`config.mk`:
```
export PLATFORM = sky130hd
export DESIGN_NAME = seq_restoring_divider
export DESIGN_NICKNAME = d
export VERILOG_FILES = /design/src/rtl/seq_restoring_divider.sv
export SDC_FILE = /design/constraint.sdc
export NUM_CORES = 1
export LEC_CHECK = 0
export CORE_MARGIN = 1
export CORE_UTILIZATION = 35
export DETAILED_ROUTE_END_ITERATION = 8
export HOLD_SLACK_MARGIN = 0.15
export PLACE_DENSITY = 0.66
export SLEW_MARGIN = 20
export SYNTH_ARGS = -nofsm -noshare
export SYNTH_HDL_FRONTEND = slang
export SYNTH_SLANG_ARGS = --single-unit
```
`constraint.sdc`:
```
create_clock -name clk -period 3.2 [get_ports clk]
set_input_delay 0.32 -clock clk [delete_from_list [all_inputs] [get_ports clk]]
set_output_delay 0.32 -clock clk [all_outputs]
set_load 0.01 [all_outputs]
```
`src/rtl/seq_restoring_divider.sv`:
```
// Sequential restoring divider: one quotient bit per clock (shift-subtract), start/done handshake.
// Optional feature macro: DIV_SIGNED_EN (two's-complement operands, adds a one-cycle FIX state).
module seq_restoring_divider #(
  parameter int WIDTH = 4
) (
  input  logic             clk,
  input  logic             reset,
  input  logic             start,
  input  logic [WIDTH-1:0] dividend,
  input  logic [WIDTH-1:0] divisor,
  output logic             busy,
  output logic             done,
  output logic [WIDTH-1:0] quotient,
  output logic [WIDTH-1:0] remainder,
  output logic             div_by_zero
);

  localparam int CNT_W = $clog2(WIDTH);

  typedef enum logic [1:0] {
    S_IDLE = 2'd0,
    S_CALC = 2'd1,
    S_FIX  = 2'd2,
    S_DONE = 2'd3
  } state_t;

  state_t             state_r;
  state_t             state_nxt_s;
  logic [CNT_W-1:0]   cnt_r;
  logic [WIDTH-1:0]   rem_r;
  logic [WIDTH-1:0]   quo_r;
  logic [WIDTH-1:0]   dvs_r;
  logic               busy_r;
  logic               done_r;
  logic [WIDTH-1:0]   quotient_r;
  logic [WIDTH-1:0]   remainder_r;
  logic               dbz_r;
`ifdef DIV_SIGNED_EN
  logic               neg_q_r;
  logic               neg_r_r;
`endif

  logic [WIDTH:0]     r_shift_s;
  logic [WIDTH:0]     trial_s;
  logic [WIDTH-1:0]   rem_step_s;
  logic [WIDTH-1:0]   quo_step_s;
  logic [WIDTH-1:0]   dvd_mag_s;
  logic [WIDTH-1:0]   dvs_mag_s;
  logic               last_iter_s;
  logic               div_zero_s;

  function automatic logic [WIDTH-1:0] negate(input logic [WIDTH-1:0] v);
    return (~v) + WIDTH'(1);
  endfunction

  assign busy        = busy_r;
  assign done        = done_r;
  assign quotient    = quotient_r;
  assign remainder   = remainder_r;
  assign div_by_zero = dbz_r;

  assign last_iter_s = (cnt_r == CNT_W'(WIDTH - 1));
  assign div_zero_s  = (divisor == {WIDTH{1'b0}});

  // Operand magnitudes fed to the unsigned core
  always_comb begin
    dvd_mag_s = dividend;
    dvs_mag_s = divisor;
`ifdef DIV_SIGNED_EN
    if (dividend[WIDTH-1]) begin
      dvd_mag_s = negate(dividend);
    end else begin
      dvd_mag_s = dividend;
    end
    if (divisor[WIDTH-1]) begin
      dvs_mag_s = negate(divisor);
    end else begin
      dvs_mag_s = divisor;
    end
`endif
  end

  // One restoring iteration; the partial remainder stays below the divisor, so WIDTH bits hold it
  always_comb begin
    r_shift_s  = {rem_r, quo_r[WIDTH-1]};
    trial_s    = r_shift_s - {1'b0, dvs_r};
    rem_step_s = trial_s[WIDTH-1:0];
    quo_step_s = {quo_r[WIDTH-2:0], 1'b1};
    if (trial_s[WIDTH]) begin
      rem_step_s = r_shift_s[WIDTH-1:0];
      quo_step_s = {quo_r[WIDTH-2:0], 1'b0};
    end else begin
      rem_step_s = trial_s[WIDTH-1:0];
      quo_step_s = {quo_r[WIDTH-2:0], 1'b1};
    end
  end

  // Next-state logic
  always_comb begin
    state_nxt_s = state_r;
    case (state_r)
      S_IDLE: begin
        if (start) begin
          if (div_zero_s) begin
            state_nxt_s = S_DONE;
          end else begin
            state_nxt_s = S_CALC;
          end
        end else begin
          state_nxt_s = S_IDLE;
        end
      end
      S_CALC: begin
        if (last_iter_s) begin
`ifdef DIV_SIGNED_EN
          state_nxt_s = S_FIX;
`else
          state_nxt_s = S_DONE;
`endif
        end else begin
          state_nxt_s = S_CALC;
        end
      end
      S_FIX:   state_nxt_s = S_DONE;
      S_DONE:  state_nxt_s = S_IDLE;
      default: state_nxt_s = S_IDLE;
    endcase
  end

  // State register
  always_ff @(posedge clk) begin
    if (reset) begin
      state_r <= S_IDLE;
    end else begin
      state_r <= state_nxt_s;
    end
  end

  // Working registers and result/status outputs
  always_ff @(posedge clk) begin
    if (reset) begin
      cnt_r       <= {CNT_W{1'b0}};
      rem_r       <= {WIDTH{1'b0}};
      quo_r       <= {WIDTH{1'b0}};
      dvs_r       <= {WIDTH{1'b0}};
      busy_r      <= 1'b0;
      done_r      <= 1'b0;
      quotient_r  <= {WIDTH{1'b0}};
      remainder_r <= {WIDTH{1'b0}};
      dbz_r       <= 1'b0;
`ifdef DIV_SIGNED_EN
      neg_q_r     <= 1'b0;
      neg_r_r     <= 1'b0;
`endif
    end else begin
      busy_r <= (state_nxt_s != S_IDLE);
      done_r <= (state_nxt_s == S_DONE);
      case (state_r)
        S_IDLE: begin
          if (start) begin
            if (div_zero_s) begin
              quotient_r  <= {WIDTH{1'b1}};
              remainder_r <= dividend;
              dbz_r       <= 1'b1;
            end else begin
              dbz_r <= 1'b0;
              rem_r <= {WIDTH{1'b0}};
              quo_r <= dvd_mag_s;
              dvs_r <= dvs_mag_s;
              cnt_r <= {CNT_W{1'b0}};
`ifdef DIV_SIGNED_EN
              neg_q_r <= dividend[WIDTH-1] ^ divisor[WIDTH-1];
              neg_r_r <= dividend[WIDTH-1];
`endif
            end
          end
        end
        S_CALC: begin
          rem_r <= rem_step_s;
          quo_r <= quo_step_s;
          cnt_r <= cnt_r + CNT_W'(1);
`ifndef DIV_SIGNED_EN
          if (last_iter_s) begin
            quotient_r  <= quo_step_s;
            remainder_r <= rem_step_s;
          end
`endif
        end
        S_FIX: begin
`ifdef DIV_SIGNED_EN
          // Truncation toward zero: remainder follows the dividend's sign
          quotient_r  <= neg_q_r ? negate(quo_r) : quo_r;
          remainder_r <= neg_r_r ? negate(rem_r) : rem_r;
`else
          quotient_r  <= quo_r;
          remainder_r <= rem_r;
`endif
        end
        S_DONE: begin
          cnt_r <= {CNT_W{1'b0}};
        end
        default: begin
          cnt_r <= {CNT_W{1'b0}};
        end
      endcase
    end
  end

endmodule
```
==> metrics.csv <==
metric;value;unit
outcome;completed;
final hold violations;0;
CP Launch Point;quo_r[3];
Detailed Route Iter0 Violations;89;
cells after synthesis;191;
max cap viols;0;
CTS Sinks;27;
residual DRC count;0;
Clock transition at path regs;0.09;ns
Worst VDD drop;0.0001778;V
die area;4891;sq um
Clock Root Buffer;clkbuf_8;
Post-Synth Adder-Cell Area;8.211;%
Hold Path Class;flop to flop;
IO Port Bufs;21;
flop2flop setup slack;0.61;ns
Synth async-reset ratio;0;%
CP bufs+invs;1;
global route overflow;0;
clock latency on the worst-skew pair;0.27;ns
EDFF count, synth;0;
mux cell area share after synthesis;6.274;%
CP Cell Sequence;inv_1, ha_1, fa_1, nand2b_1, o2bb2ai_1, xnor2_1, mux2_2, a31o_2;
area post-placement;1841;sq um
H-tree levels;1;
Leak;0.0007023;uW
M2 GR Usage;24.36;%
diode count;0;
GRT busiest layer;met2;
PostCTS Resize Cnt;0;
# rows;24;
largest cells by area after synthesis;dfxtp_1, ha_1, mux2i_1, nor2_1, nand2_1;
Worst EP arrival;2.77;ns
fin. max-slew vios;0;
share of cells above drive strength 1;5.854;%
R2R Path Start;quo_r[3];
GPL Wtd Cong;0.8320;
routed vias/inst;5.276;
Final setup viols;0;
most common cell in the synthesized netlist;dfxtp_1;
RSZ-0062 raised after global routing;false;
Critical Path Source Type;flop;
Avg Cell Area, Syn;8.457;sq um
fin crit share;81.07;%
Hold Buf Count CTS;0;
CP max-delay cell;dfxtp_1;
largest family of logic cells by synthesized area;compound AO/OA/AOI/OAI gates;
top cell type's share of synthesized area;33.46;%
dominant cell type by area after synthesis;dfxtp_1;
HPWL after DPL;2.443;mm
worst setup path end;rem_r[2];
initial antenna violation count;0;
CP endpoint kind;flop;
CTS max path bufs;2;
actual slew at the worst max-slew pin;0.5383;ns
drt wl/cell;12.96;um
Synth cell types;42;
min cycle time layout;2.594;ns
synthesized flop and latch total;27;
area grow syn2layout;16.73;%
Total Power;725.7;uW
met1 usage;19.91;%
Worst EP required;3.37;ns
Fin Setup TNS;0;ns
core area;4384;sq um
Synth Area in XOR/XNOR;1.627;%
Critical Path Stages;8;
fin nets;227;
total wire length;3.332;mm
CP Max Fanout;6;
Post-Synth Simple-Gate Area;20.06;%
largest net degree at the start of global routing;22;
register area share after synthesis;33.46;%
worst hold stages;2;
Synth top cells by count;dfxtp_1, nor2_1, nand2_1, a21oi_1, clkbuf_1;
relative slew slack;64.11;%
met3 Resource Use GR;2.309;%
CTS Buf Count;3;
Cell Area, Synth;1615;sq um
Crit Path Class;flop to flop;
critical path's largest stage delay;0.41;ns
reg2reg end;rem_r[2];
Fmax achieved;385.5;MHz
all-layer global routing usage;14.64;%
CTS tree;done;
Post-Syn Nets;212;
postcts setup bufs;0;
P per Cell Area;384.9;nW/um^2
Final ANT Viol Nets;0;
Via Count;1356;
FF-to-FF path depth;8;
final hold slack;0.4663;ns
die width;69.94;um
Crit path max-delay family;adder cells;
drt first pass iters;4;
chip height;69.94;um
Final Cell Area;1886;sq um
vias in the first global route;1272;
Worst Skew;0.001990;ns
first-pass GRT wire length;5.809;mm
Post-synth top flop;dfxtp_1;
post-synthesis compound-gate area fraction;24.24;%
IO Pins;22;
Ys Warns;0;
Initial Utilization;36.84;%
cell usage in the layout, fill, tap and decap left out, types with 2 or more instances in the layout:
cell type	n
nor3_1	2
nor2_1	24
a21oi_1	10
a22oi_1	8
clkbuf_8	3
nand2_1	17
a311oi_1	4
a21boi_0	5
xnor2_1	2
nor2b_1	3
nand2b_1	6
buf_4	2
nand3_1	4
inv_1	9
o41ai_2	2
ha_1	9
clkdlybuf4s50_1	21
dfxtp_1	27
o21a_1	2
a211oi_1	6
mux2i_1	9
o21ai_0	5
nand3b_1	5
per-layer routing:
metal  vias up  share of wire, %
met4         0              0.51
li1        709                 -
met5         -                 0
met2        19                45
met1       626                52
met3         2               2.7
cell families (layout without fill, tap and decap cells):
kind of cell	Yosys count	count (layout)
xor gates and xnor gates	3	3
adders and majority gates	10	10
muxes	10	10
AOI/OAI and AO/OA	52	52
buffers and inverters	22	36
and+or+nand+nor	67	67
DFF	27	27
where the power goes:
| part | internal (uW) | switching (uW) |
|---|---|---|
| logic | 74.5 | 86.7 |
| clock network | 89.2 | 108 |
| registers | 353 | 13.9 |
| total | 517 | 209 |
cell type report:
type                       count  area (sq um)
clock buffer                   4         45.04
fill                         440          2499
inverter                       9         33.78
multi-input combinational    142         975.9
sequential                    27         540.5
tap                           52         65.06
timing repair buffer          23         225.2
worst min-delay path, delay by kind of cell, from the launching register on:
family             cells  cell delay (ns)
and+or+nand+nor        1             0.05
DFF                    1             0.32
AOI/OAI and AO/OA      1             0.05
state kept, by name (all words and copies together) (netlist names):
register	count
quotient	4
busy	1
rem_r	4
cnt_r	2
div_by_zero	1
dvs_r	4
quo_r	4
state_r	2
remainder	4
done	1
how the worst min path moves through the flow:
| stage | start | endpoint | slack [ns] |
|---|---|---|---|
| floorplan | dvs_r[2] | dvs_r[2] | 0.47 |
| global placement | div_by_zero | div_by_zero | 0.46 |
| detailed placement | div_by_zero | div_by_zero | 0.46 |
| CTS | div_by_zero | div_by_zero | 0.48 |
| global route | div_by_zero | div_by_zero | 0.50 |
| finish | div_by_zero | div_by_zero | 0.47 |
stage by stage:
stage / cells / worst slack [ns] / util (%)
finish: 257 / 0.6058 / 43.01
global placement: 253 / 0.7253 / 41.98
detailed placement: 253 / 0.6202 / 41.98
CTS: 257 / 0.6167 / 43.01
global route: 257 / 0.4720 / 43.01
floorplan: 191 / 0.8690 / -
Note: power is estimated with default switching activity, not from simulation.
